**src/rtl/imem_loader.sv**
```systemverilog
// rtl/imem_loader.sv - fills the instruction memory from a byte stream, holding the CPU in reset until done
// Optional trailing XOR checksum byte over the payload: define IMEM_LOADER_CHECKSUM_EN.
module imem_loader #(
  parameter int DEPTH = 1001,
  parameter int CNT_W = 16
) (
  input  logic        SYS_clk,
  input  logic        SYS_reset,
  input  logic        rx_valid,
  input  logic [7:0]  rx_data,
  output logic        rx_ready,
  output logic        mem_we,
  output logic [31:0] mem_addr,
  output logic [31:0] mem_wdata,
  output logic        cpu_hold,
  output logic        load_done,
  output logic        load_error
);

`ifdef IMEM_LOADER_CHECKSUM_EN
  typedef enum logic [2:0] {LEN_LO, LEN_HI, DATA, WRITE, DONE, ERR, CHK} state_t;
  localparam state_t FINISH = CHK;
`else
  typedef enum logic [2:0] {LEN_LO, LEN_HI, DATA, WRITE, DONE, ERR} state_t;
  localparam state_t FINISH = DONE;
`endif

  localparam logic [CNT_W:0] DEPTH_C = (CNT_W+1)'(DEPTH);

  state_t           state, state_n;
  logic [CNT_W-1:0] count, word_idx, word_idx_inc, header;
  logic [1:0]       byte_idx;
  logic [31:0]      asm_word;
  logic             accept;
`ifdef IMEM_LOADER_CHECKSUM_EN
  logic [7:0]       csum;
`endif

  assign accept       = rx_valid && rx_ready;
  assign header       = CNT_W'({rx_data, count[7:0]});
  assign word_idx_inc = word_idx + CNT_W'(1);

  always_ff @(posedge SYS_clk) begin
    if (SYS_reset) begin
      state     <= LEN_LO;
      count     <= '0;
      word_idx  <= '0;
      byte_idx  <= '0;
      asm_word  <= '0;
      mem_addr  <= '0;
      mem_wdata <= '0;
`ifdef IMEM_LOADER_CHECKSUM_EN
      csum      <= '0;
`endif
    end else begin
      state <= state_n;
      case (state)
        LEN_LO: if (accept) count[7:0] <= rx_data;
        LEN_HI: if (accept) count <= header;
        DATA: if (accept) begin
          asm_word[{byte_idx, 3'b000} +: 8] <= rx_data;
          byte_idx <= byte_idx + 2'd1;
`ifdef IMEM_LOADER_CHECKSUM_EN
          csum <= csum ^ rx_data;
`endif
          // Address and data are latched here so they are stable throughout the WRITE cycle.
          if (byte_idx == 2'd3) begin
            mem_addr  <= 32'(word_idx);
            mem_wdata <= {rx_data, asm_word[23:0]};
          end
        end
        WRITE: word_idx <= word_idx_inc;
        default: ;
      endcase
    end
  end

  always_comb begin
    state_n    = state;
    rx_ready   = 1'b0;
    mem_we     = 1'b0;
    cpu_hold   = 1'b1;
    load_done  = 1'b0;
    load_error = 1'b0;
    case (state)
      LEN_LO: begin
        rx_ready = 1'b1;
        if (accept) state_n = LEN_HI;
      end
      LEN_HI: begin
        rx_ready = 1'b1;
        if (accept) begin
          if ({1'b0, header} > DEPTH_C) state_n = ERR;
          else if (header == '0)        state_n = FINISH;
          else                          state_n = DATA;
        end
      end
      DATA: begin
        rx_ready = 1'b1;
        if (accept && byte_idx == 2'd3) state_n = WRITE;
      end
      WRITE: begin
        // A reset landing on the strobe cycle must not reach the memory.
        mem_we  = !SYS_reset;
        state_n = (word_idx_inc == count) ? FINISH : DATA;
      end
`ifdef IMEM_LOADER_CHECKSUM_EN
      CHK: begin
        rx_ready = 1'b1;
        if (accept) state_n = (rx_data == csum) ? DONE : ERR;
      end
`endif
      DONE: begin
        cpu_hold  = 1'b0;
        load_done = 1'b1;
      end
      ERR:     load_error = 1'b1;
      default: state_n = LEN_LO;
    endcase
  end

endmodule

```
**config.mk**
```make
export PLATFORM = sky130hd
export DESIGN_NAME = imem_loader
export DESIGN_NICKNAME = d
export VERILOG_FILES = /design/src/rtl/imem_loader.sv
export SDC_FILE = /design/constraint.sdc
export NUM_CORES = 1
export LEC_CHECK = 0
export ABC_AREA = 1
export CORE_UTILIZATION = 53
export DETAILED_ROUTE_END_ITERATION = 6
export HOLD_SLACK_MARGIN = 0.05
export PLACE_DENSITY = 0.79
export SETUP_SLACK_MARGIN = 0.15
export SLEW_MARGIN = 5
export SYNTH_ARGS = -nofsm -noshare
export SYNTH_HDL_FRONTEND = slang
export SYNTH_SLANG_ARGS = --single-unit
export TNS_END_PERCENT = 30
```
**constraint.sdc**
```tcl
create_clock -name SYS_clk -period 2.5 [get_ports SYS_clk]
set_input_delay 0.5 -clock SYS_clk [delete_from_list [all_inputs] [get_ports SYS_clk]]
set_output_delay 0.5 -clock SYS_clk [all_outputs]
set_load 0.005 [all_outputs]
```
Yosys cells after proc, flatten, opt, wreduce, memory -nomap -nowiden
Index checks and enable logic that the tools add are counted.

Add/subtract/negate cells: 3. Reduce and logical (&&, ||, !) cells: 12. $lt $le $gt $ge: 1. Shift-type cells: 2. Mux-type cells: 15. Equal/unequal tests: 10. Bitwise logic cells: 2.

Operators by type and width (count): 32-bit bitwise mux (1); 8-bit by 7-bit variable shift with 32-bit output, first input constant (1); 8-bit by 7-bit indexed part select with 32-bit output (1); 3-bit 2-to-1 mux (6); 16-bit by 1-bit adder with 16-bit output, second input constant (1); 16-bit == test (1); 16-bit by 10-bit > comparator with 1-bit output, second input constant (1); 16-bit zero test (1); 8-bit one-hot mux with 2 select lines (1); 3-bit one-hot mux with 5 select lines (1); 8-bit 2-to-1 mux (1); 5-bit negation with 7-bit output (1); 3-bit by 2-bit == test with 1-bit output, second input constant (2); 3-bit == test, second input constant (2); 2-bit inequality test, second input constant (3); 3-bit AND reduction (2); 1-bit 2-to-1 mux (5); 2-bit AND reduction (2); 4-bit AND reduction (1); 3-bit by 1-bit == test with 1-bit output, second input constant (1); 3-bit zero test (1); 3-bit OR reduction (1); 2-bit by 1-bit adder with 2-bit output, second input constant (1); 2-bit == test, second input constant (1); 4 further kinds (6).

Output and inout port bits: 69. Logic and storage cells: 53. Input bits: 11. Bits in registers: 117.

Depth between registers and ports, before layout
Gate-level depths: netlist of run 1.

Word-level depth: 7. Mapped depth: 16. Mapped depth without buffers: 16.

Worst setup path before layout of run 1
Ideal clock, no wire load.

Path type: register -> register. Start point: register word_idx[0]. End point: register state[1]. Setup slack: 0.765 ns. Required time: 2.368 ns. Cell stages (with the launch flop): 17. Buffers on the path: 0. Library setup time: 0.132 ns. Period minus slack after synthesis: 1.735 ns. Data arrival time: 1.603 ns. Cell sequence: dfxtp_1 -> ha_1 -> nand2_2 -> nor2_4 -> nand3_1 -> nand2_1 -> nand2_1 -> nand2_1 -> nand2_1 -> nor2_1 -> nand2_1 -> nor2_2 -> nand2_1 -> nand2_1 -> nand2_1 -> nand2_1 -> a21oi_1.

Longest elaborated chain between the ends: 4.

Ends and longest elaborated chain: start, declared (line 31) `logic [CNT_W-1:0] count, word_idx, word_idx_inc, header;`; start signal, assigned (line 72) `WRITE: word_idx <= word_idx_inc;`; 16-bit by 1-bit adder with 16-bit output (line 41) `assign word_idx_inc = word_idx + CNT_W'(1);`; 16-bit == test (line 105) `state_n = (word_idx_inc == count) ? FINISH : DATA;`; 3-bit 2-to-1 mux (line 105); 3-bit one-hot mux with 5 select lines (line 85) `case (state)`; end signal, assigned (line 56) `state <= state_n;`; end, declared (line 30) `state_t state, state_n;`.

Every way passes these cells. A chain may end at the register's enable or synchronous reset.

Worst setup path in the final report of run 1
Start point: register state[0]. End point: output port mem_we.

Longest elaborated chain between the ends: 2.

Ends and longest elaborated chain: 3-bit by 2-bit == test with 1-bit output (line 85); 1-bit 2-to-1 mux (line 85); end, declared (line 12) `output logic mem_we,`.

Every way passes these cells.

==> impl_metrics.json, run 1 <==
{
  "final_common_cell": "dfxtp_1",
  "worstPathRequired_ns": 2.00,
  "max_cap_viol_count": 0,
  "seqCellArea_um2": 2187,
  "critPathArrivalTime_ns": 1.73,
  "drtIter0Drc": 192,
  "num_rows": 34,
  "postCtsSetupBuffers": 0,
  "cts_max_path_buffers": 2,
  "vias": 4523,
  "cts_sinks": 109,
  "p_leak_nw": 2.387,
  "violations": "design-rule violations",
  "syn_inst": 666,
  "ios": 80,
  "critPathKind": "reg -> out",
  "end_kind": "output port",
  "finalInstanceArea_um2": 5791,
  "track_usage_pct": 25.50,
  "power.total_mw": 3.081,
  "finClkSkew_ns": 0.01137,
  "clk_latency_ns": 0.38,
  "setup_viol": 0,
  "yosys_warnings": 0,
  "drv_slew": 0,
  "final_cell_mix": "107 x dfxtp_1, 98 x o21ai_0, 97 x a21oi_1",
  "place_ws_ns": 0.2928,
  "synth_cell_type_count": 30,
  "p_int_mw": 2.267,
  "period_needed_ns": 2.228,
  "syn2layout_area_growth_pct": 18.70,
  "wl_um": 11740,
  "p_comb_share_pct": 7.4,
  "post-synth-top-area-cell": "dfxtp_1",
  "ctsRootBufferMaster": "clkbuf_8",
  "fin_tns_setup_ns": 0,
  "grt_max_degree": 62,
  "fin_nets": 739,
  "cts_max_level": 3,
  "clkPwrFrac_pct": 34.4,
  "multi_input_area_um2": 2222,
  "die_area_um2": 9592,
  "overflow": 0,
  "port_buffers": 63,
  "core-area_um2": 8806,
  "yosysTopAreaCellShare_pct": 44.73,
  "fin_crit_sh_pct": 89.10,
  "placed_cell_area_um2": 5574,
  "hold_viol_final": 0,
  "outcome": "finished with violations",
  "crit_path_max_fanout": 6,
  "grt_pass1_vias": 4308,
  "power.density_nw_per_um2": 532.1,
  "p_sw_share_pct": 26.42,
  "viasPerCell": 5.417,
  "wire_per_inst_um": 14.06,
  "rsz0062_at_grt": "yes",
  "antenna_cells": 0,
  "tritoncts": "yes",
  "synth.area.top_cells": "dfxtp_1 45%, o21ai_0 10%, a21oi_1 10%",
  "gp_congestion": 0.8699,
  "startpoint_type": "flop",
  "syn_area_um2": 4878,
  "worst_slack_ns": 0.2725,
  "dp_hpwl_um": 8250,
  "clk_pin_slew_worst_paths_ns": 0.11,
  "synth.avg_cell_area_um2": 7.325,
  "p_switching_uw": 814.0,
  "hold_class": "reg -> reg",
  "drive_gt1_share_pct": 6.878,
  "die_h_um": 97.94,
  "synth-seq-area-share_pct": 44.73,
  "share_seq_of_total_power_pct": 58.2,
  "maxClockFrequency_ghz": 0.4489,
  "drc": 4,
  "initial_utilization_pct": 55.40,
  "die-width_um": 97.94,
  "holdBufCountCts": 0,
  "grt_pass1_wl_um": 19840,
  "cts_inserted_buffers": 9,
  "synth-seq-cells": 109,
  "ant_nets": 0,
  "ir_worst_vdd_uv": 332.2,
  "dr.pass1.iters": 7,
  "fill_cells": 758,
  "antenna_found_initial": 0
}
==> registers in the layout (all words and copies together), names as in the netlist <==
register	cells
asm_word	24
byte_idx	2
count	16
mem_addr	16
mem_wdata	32
state	3
word_idx	16
==> final timing paths <==
check                                  start           end  slack (ns)  cells after the start
worst min-delay path            asm_word[22]  asm_word[22]        0.47                      2
worst min register to register  asm_word[22]  asm_word[22]        0.47                      2
worst max-delay path                state[0]        mem_we        0.27                      5
worst max register to register   word_idx[1]      state[1]        0.33                     14
==> cells by family after synthesis <==
family | count (synthesis) | synth area share [%]
compound gates | 199 | 20.57
xor+xnor | 8 | 2.000
fa+ha+maj | 6 | 1.539
buf+inv | 129 | 11.31
flops | 109 | 44.73
other cells | 1 | 0.07687
simple gates | 214 | 19.77
==> layout make-up <==
type	instances	share of cell area, %
repair buffers	75	12.66
well taps	108	2.334
clock inverters	6	1.037
flip-flops and latches	109	37.77
multi-input cells	443	38.38
clock buffers	10	2.377
inverters	84	5.445
==> power by group through the flow <==
stage	combinational, mW	clock [mW]	sequential [mW]
global placement	0.218	0	1.83
detailed placement	0.224	0	1.83
global route	0.254	1.15	1.80
floorplan	0.163	0	1.82
CTS	0.225	1.08	1.79
finish	0.228	1.06	1.79
==> repair_timing <==
action / CTS / global route
gates resized for setup: 3 / 3
hold endpoints to repair: 0 / 0
pin swaps: 0 / 1
endpoints found under the setup margin: 1 / 2
==> stage by stage <==
step / util [%] / hold WS [ns] / instances
after detailed placement: 63.30 / 0.4489 / 819
after floorplan: - / 0.4297 / 681
after CTS: 65.64 / 0.4673 / 835
final: 65.76 / 0.4656 / 835
after global routing: 65.76 / 0.4895 / 835
after global placement: 63.30 / 0.4423 / 819
==> synth_stat cells (all sizes together) <==
library cell / count
conb: 1
nand4: 9
xnor3: 2
or2: 1
o21ai: 99
dfxtp: 109
nor4: 2
nand3: 30
a22oi: 1
clkbuf: 23
nand2: 81
o211ai: 2
xor2: 5
clkinv: 1
nor3: 28
inv: 83
a21oi: 97
buf: 22
ha: 6
nor2: 62
nand3b: 1
xnor2: 1
==> critical path, stage by stage (launching register included) <==
cell and delay (ns):
dfxtp_4 0.39, inv_1 0.10, nor3_4 0.14, inv_1 0.09
nor2_2 0.12, clkdlybuf4s50_1 0.52
==> per-layer routing <==
metal / track usage, % / wire length (um) / share of wire [%] / up-vias
met5: 0 / 0 / 0 / -
met4: 9.790 / 329 / 2.8 / 0
met3: 4.724 / 690 / 5.9 / 31
met2: 45.61 / 5794 / 49 / 160
met1: 30.16 / 4922 / 42 / 2060
li1: - / - / - / 2272
(Power assumes the default switching activity.)
==> inputs of run 2 (changes only) <==
- ABC_AREA: 1 -> unset
==> impl_metrics.json, run 2 <==
{
  "grt_pass1_wl_um": 19480,
  "port_buffers": 63,
  "cts_inserted_buffers": 9,
  "num_rows": 34,
  "drtIter0Drc": 223,
  "synth_edf_count": 0,
  "end_kind": "output port",
  "worstPathRequired_ns": 2.00,
  "clk_latency_ns": 0.37,
  "finClkSkew_ns": 0.01355,
  "final_cell_mix": "165 x nand2_1, 109 x dfxtp_1, 100 x a21oi_1",
  "fin_tns_setup_ns": 0,
  "track_usage_pct": 25.36,
  "tritoncts": "yes",
  "worst_slack_ns": 0.1847,
  "setup_viol": 0,
  "synth_common_cells": "166 x nand2_1, 109 x dfxtp_1, 100 x a21oi_1, 31 x nand3_1, 27 x clkbuf_1",
  "maxClockFrequency_ghz": 0.4319,
  "wl_um": 11680,
  "max_slew_margin_pct": 61.06,
  "reg2regPathDepth": 8,
  "post-synth-top-area-cell": "dfxtp_1",
  "die-width_um": 97.51,
  "crit_path_max_fanout": 13,
  "wire_per_inst_um": 14.82,
  "drc": 0,
  "cp_slowest_cell": "clkdlybuf4s50_1",
  "cts_max_path_buffers": 2,
  "viasPerCell": 5.425,
  "critPathBufInv": 3,
  "holdBufCountCts": 0,
  "fill_cells": 773,
  "syn2layout_area_growth_pct": 19.44,
  "ant_nets": 0,
  "period_needed_ns": 2.315,
  "cp_num_cells": 5,
  "antenna_cells": 0,
  "largest_register_ffs": 32,
  "cts_max_level": 3,
  "grt_pass1_vias": 3955,
  "p_leak_nw": 2.001,
  "reg2reg_from": "word_idx[1]",
  "antenna_found_initial": 0,
  "worst_slew_pin_slew_ns": 0.5788,
  "fin_crit_sh_pct": 92.61,
  "ios": 80,
  "max_stage_delay_ns": 0.49,
  "vias": 4275,
  "critPathArrivalTime_ns": 1.82,
  "power.density_nw_per_um2": 528.7,
  "clk_pin_slew_worst_paths_ns": 0.10,
  "initial_utilization_pct": 55.17,
  "ir_worst_vdd_uv": 255.0,
  "drv_slew": 0,
  "yosysTopAreaCellShare_pct": 45.13,
  "place_ws_ns": 0.1920,
  "startpoint_type": "flop",
  "rrSetupSlack_ns": 0.28,
  "gp_congestion": 0.9300,
  "reg.largest.list": "mem_wdata (32), asm_word (24)",
  "max_cap_viol_count": 0,
  "synth_cell_type_count": 47,
  "dr.pass1.iters": 5,
  "grt_max_degree": 49,
  "die_h_um": 97.51,
  "hold_viol_final": 0,
  "synth-seq-area-share_pct": 45.13,
  "postLayoutCoreUtil_pct": 65.89,
  "drive_gt1_share_pct": 8.382,
  "top_register": "mem_wdata",
  "dp_hpwl_um": 8380,
  "syn_area_um2": 4835,
  "synth-async-reset-ratio_pct": 0,
  "fin_nets": 693,
  "cp-endpoint": "load_done",
  "synthFlopType": "dfxtp_1",
  "outcome": "finished clean",
  "critPathKind": "reg -> out",
  "synth-seq-cells": 109,
  "synth.area.top_cells": "dfxtp_1 45%, nand2_1 13%, a21oi_1 10%",
  "crit_family": "buffers and inverters",
  "synth.avg_cell_area_um2": 7.848,
  "hold_class": "reg -> reg",
  "final_common_cell": "nand2_1",
  "r2r-end": "state[1]",
  "worstPathCellList": "buf_4 > nor2b_1 > nand2b_1 > inv_1 > clkdlybuf4s50_1",
  "yosys_warnings": 0,
  "ctsRootBufferMaster": "clkbuf_8",
  "worstSetupStartpoint": "state[1]",
  "cts_sinks": 109,
  "rsz0062_at_grt": "yes",
  "core-area_um2": 8763,
  "overflow": 0,
  "die_area_um2": 9508,
  "synth.most_common_cell": "nand2_1",
  "syn_inst": 616
}
-- run 2: cell families (layout without fill, tap and decap cells) --
kind of cell	after synthesis	after routing	share of synthesized area, %
xor gates and xnor gates	30	30	5.435
buffers and inverters	63	112	6.729
AOI/OAI and AO/OA	128	128	14.57
other	1	16	0.07757
and+or+nand+nor	277	277	26.09
DFF	109	109	45.13
muxes	2	2	0.4141
adders and majority gates	6	6	1.553
-- run 2: how the worst min path moves through the flow --
stage	from	depth (start not counted)	end	slack, ns
floorplan	asm_word[0]	2	mem_wdata[0]	0.43
global placement	mem_addr[13]	2	mem_addr[13]	0.44
detailed placement	asm_word[19]	2	asm_word[19]	0.44
CTS	mem_addr[7]	2	mem_addr[7]	0.46
global route	mem_addr[4]	2	mem_addr[4]	0.48
finish	asm_word[19]	2	asm_word[19]	0.46
-- run 2: metrics by stage --
| stage | hold WS [ns] | cell area (um^2) | instances | total power [mW] |
|---|---|---|---|---|
| final | 0.4574 | 5774 | 788 | 3.053 |
| after global routing | 0.4785 | 5774 | 788 | 3.163 |
| after CTS | 0.4600 | 5766 | 788 | 3.065 |
| after detailed placement | 0.4434 | 5569 | 773 | 2.007 |
| after global placement | 0.4419 | 5569 | 773 | 2.004 |
| after floorplan | 0.4321 | 4891 | 631 | 1.937 |
-- run 2: layout make-up --
| class | instances | area (um^2) | share of cell area, % |
|---|---|---|---|
| multi-input cells | 459 | 2392 | 41.43 |
| flip-flops and latches | 109 | 2182 | 37.79 |
| repair buffers | 93 | 853.3 | 14.78 |
| well taps | 108 | 135.1 | 2.340 |
| clock buffers | 9 | 123.9 | 2.145 |
| clock inverters | 6 | 72.57 | 1.257 |
| inverters | 4 | 15.01 | 0.2600 |
-- run 2: routing by layer --
metal	wire [um]	global-route usage (%)	vias up	share of wire (%)
li1	-	-	2148	-
met1	5391	34.20	1980	46
met5	0	0	-	0
met4	263	9.502	0	2.3
met2	5400	40.29	123	46
met3	620	4.820	24	5.3
-- run 2: report_power, final --
part | internal (mW) | switching (mW) | total, mW
logic | 0.0805 | 0.117 | 0.197
registers | 1.75 | 0.0223 | 1.78
clock network | 0.471 | 0.610 | 1.08
total | 2.30 | 0.749 | 3.05
-- run 2: worst min-delay path, cell delays in order, from the launching register on --
cell,delay [ns]
dfxtp_1,0.32
nand2_1,0.05
a21oi_1,0.05
-- run 2: what timing repair did --
item                                    4_1_cts  5_1_grt
endpoints found under the setup margin        0        5
endpoints found under the hold margin         0        0
gates resized for setup                       0        2
setup buffers                                 0        0
==> inputs of run 3 (changes only) <==
- ABC_AREA: unset -> 0
- CORE_UTILIZATION: 53 -> 43
- DONT_BUFFER_PORTS: unset -> 1
- PLACE_DENSITY: 0.79 -> unset
==> impl_metrics.json, run 3 (synthesized netlist as in run 2, its figures left out) <==
{
  "outcome": "finished clean",
  "hold_class": "in -> reg",
  "grt_util_met1_pct": 26.65,
  "viasPerCell": 5.316,
  "vias": 3939,
  "core-area_um2": 10890,
  "num_rows": 38,
  "period_needed_ns": 2.144,
  "postCtsSetupBuffers": 0,
  "cts_resized": 0,
  "wl_um": 11790,
  "cts_sinks": 109,
  "power.density_nw_per_um2": 597.6,
  "initial_utilization_pct": 44.40,
  "gp_congestion": 0.8810,
  "cts_max_path_buffers": 2,
  "ir_worst_vdd_uv": 276.7,
  "die-width_um": 108.0,
  "grt_pass1_vias": 3853,
  "port_buffers": 0,
  "cp-endpoint": "state[1]",
  "top_register": "mem_wdata",
  "drtIter0Drc": 289,
  "reg2regPathDepth": 7,
  "cts_max_level": 3,
  "antenna_found_initial": 0,
  "crit_path_max_fanout": 10,
  "clk_pin_slew_worst_paths_ns": 0.11,
  "worstPathCellList": "ha_2 > nand3_2 > nor2_1 > or3_1 > a2111oi_1 > nand4_1 > o21a_1",
  "fin_nets": 613,
  "max_stage_delay_ns": 0.38,
  "fin_tns_setup_ns": 0,
  "ios": 80,
  "tritoncts": "yes",
  "finClkSkew_ns": 0.01011,
  "top_usage_layer": "met2",
  "track_usage_pct": 21.07,
  "fill_cells": 1114,
  "crit_family": "simple AND/OR/NAND/NOR gates",
  "dp_hpwl_um": 7961,
  "ant_nets": 0,
  "grt_pass1_wl_um": 18920,
  "drc": 0,
  "reg.largest.list": "mem_wdata (32), asm_word (24)",
  "final_cell_mix": "166 x nand2_1, 108 x dfxtp_1, 100 x a21oi_1",
  "placed_cell_area_um2": 4853,
  "drv_slew": 0,
  "reg2reg_from": "word_idx[0]",
  "ctsRootBufferMaster": "clkbuf_8",
  "cp_num_cells": 7,
  "dr.pass1.iters": 4,
  "syn2layout_area_growth_pct": 4.736,
  "worstSetupStartpoint": "word_idx[0]",
  "critPathBufInv": 0,
  "fin_crit_sh_pct": 85.77,
  "rrSetupSlack_ns": 0.36,
  "startpoint_type": "flop",
  "holdBufCountCts": 0,
  "p_leak_nw": 1.684,
  "wire_per_inst_um": 15.90,
  "cts_inserted_buffers": 9,
  "grt_util_met2_pct": 34.03,
  "final_common_cell": "nand2_1",
  "drive_gt1_share_pct": 6.656,
  "critPathKind": "reg -> reg",
  "max_cap_viol_count": 0,
  "maxClockFrequency_ghz": 0.4664,
  "max_slew_margin_pct": 42.28,
  "largest_register_ffs": 32,
  "cp_slowest_cell": "dfxtp_2",
  "critPathArrivalTime_ns": 2.44,
  "end_kind": "flop",
  "worst_slew_pin_slew_ns": 0.8593,
  "overflow": 0,
  "die_h_um": 108.0,
  "rsz0062_at_grt": "no",
  "r2r-end": "state[1]",
  "die_area_um2": 11670,
  "hold_viol_final": 0,
  "finalInstanceArea_um2": 5064,
  "antenna_cells": 0,
  "clk_latency_ns": 0.40,
  "worstPathRequired_ns": 2.80,
  "setup_viol": 0,
  "grt_max_degree": 112,
  "use_met3_pct": 5.124
}
run 3: routing by layer:
layer	up-vias	share of wire (%)
li1	1986	-
met1	1824	46
met2	114	46
met3	15	6.5
met4	0	1.8
met5	-	0
run 3: worst min-delay path by stage:
stage / start / endpoint / slack (ns) / cells after the start
2_1_floorplan: asm_word[0] / mem_wdata[0] / 0.43 / 2
3_3_place_gp: asm_word[5] / asm_word[5] / 0.43 / 2
3_5_place_dp: asm_word[7] / asm_word[7] / 0.44 / 2
4_1_cts: SYS_reset / mem_wdata[20] / 0.15 / 1
5_1_grt: SYS_reset / mem_wdata[14] / 0.16 / 1
6_report: SYS_reset / mem_wdata[14] / 0.17 / 1
run 3: through the flow:
| step | hold slack (ns) | power, mW | utilization (%) | std cells | setup WS [ns] |
|---|---|---|---|---|---|
| 3_3_place_gp | 0.4349 | 1.917 | 44.58 | 725 | 0.3188 |
| 3_5_place_dp | 0.4429 | 1.919 | 44.58 | 725 | 0.2416 |
| 5_1_grt | 0.1572 | 3.112 | 46.51 | 741 | 0.1700 |
| 6_report | 0.1655 | 3.026 | 46.51 | 741 | 0.3558 |
| 2_1_floorplan | 0.4321 | 1.937 | - | 631 | 0.5356 |
| 4_1_cts | 0.1523 | 3.033 | 46.46 | 741 | 0.2242 |
run 3: where the power goes:
| part | internal [mW] | leakage [nW] | switching (mW) |
|---|---|---|---|
| registers | 1.75 | 0.880 | 0.0268 |
| logic | 0.0433 | 0.710 | 0.0576 |
| clock network | 0.477 | 0.0944 | 0.668 |
| total | 2.27 | 1.68 | 0.752 |
run 3: cell type report:
type,instances,area (um^2),area share (%)
clock buffers,9,123.9,2.446
flip-flops and latches,109,2183,43.12
inverters,4,15.01,0.2965
multi-input cells,459,2387,47.15
clock inverters,7,81.33,1.606
well taps,140,175.2,3.459
repair buffers,13,97.59,1.927
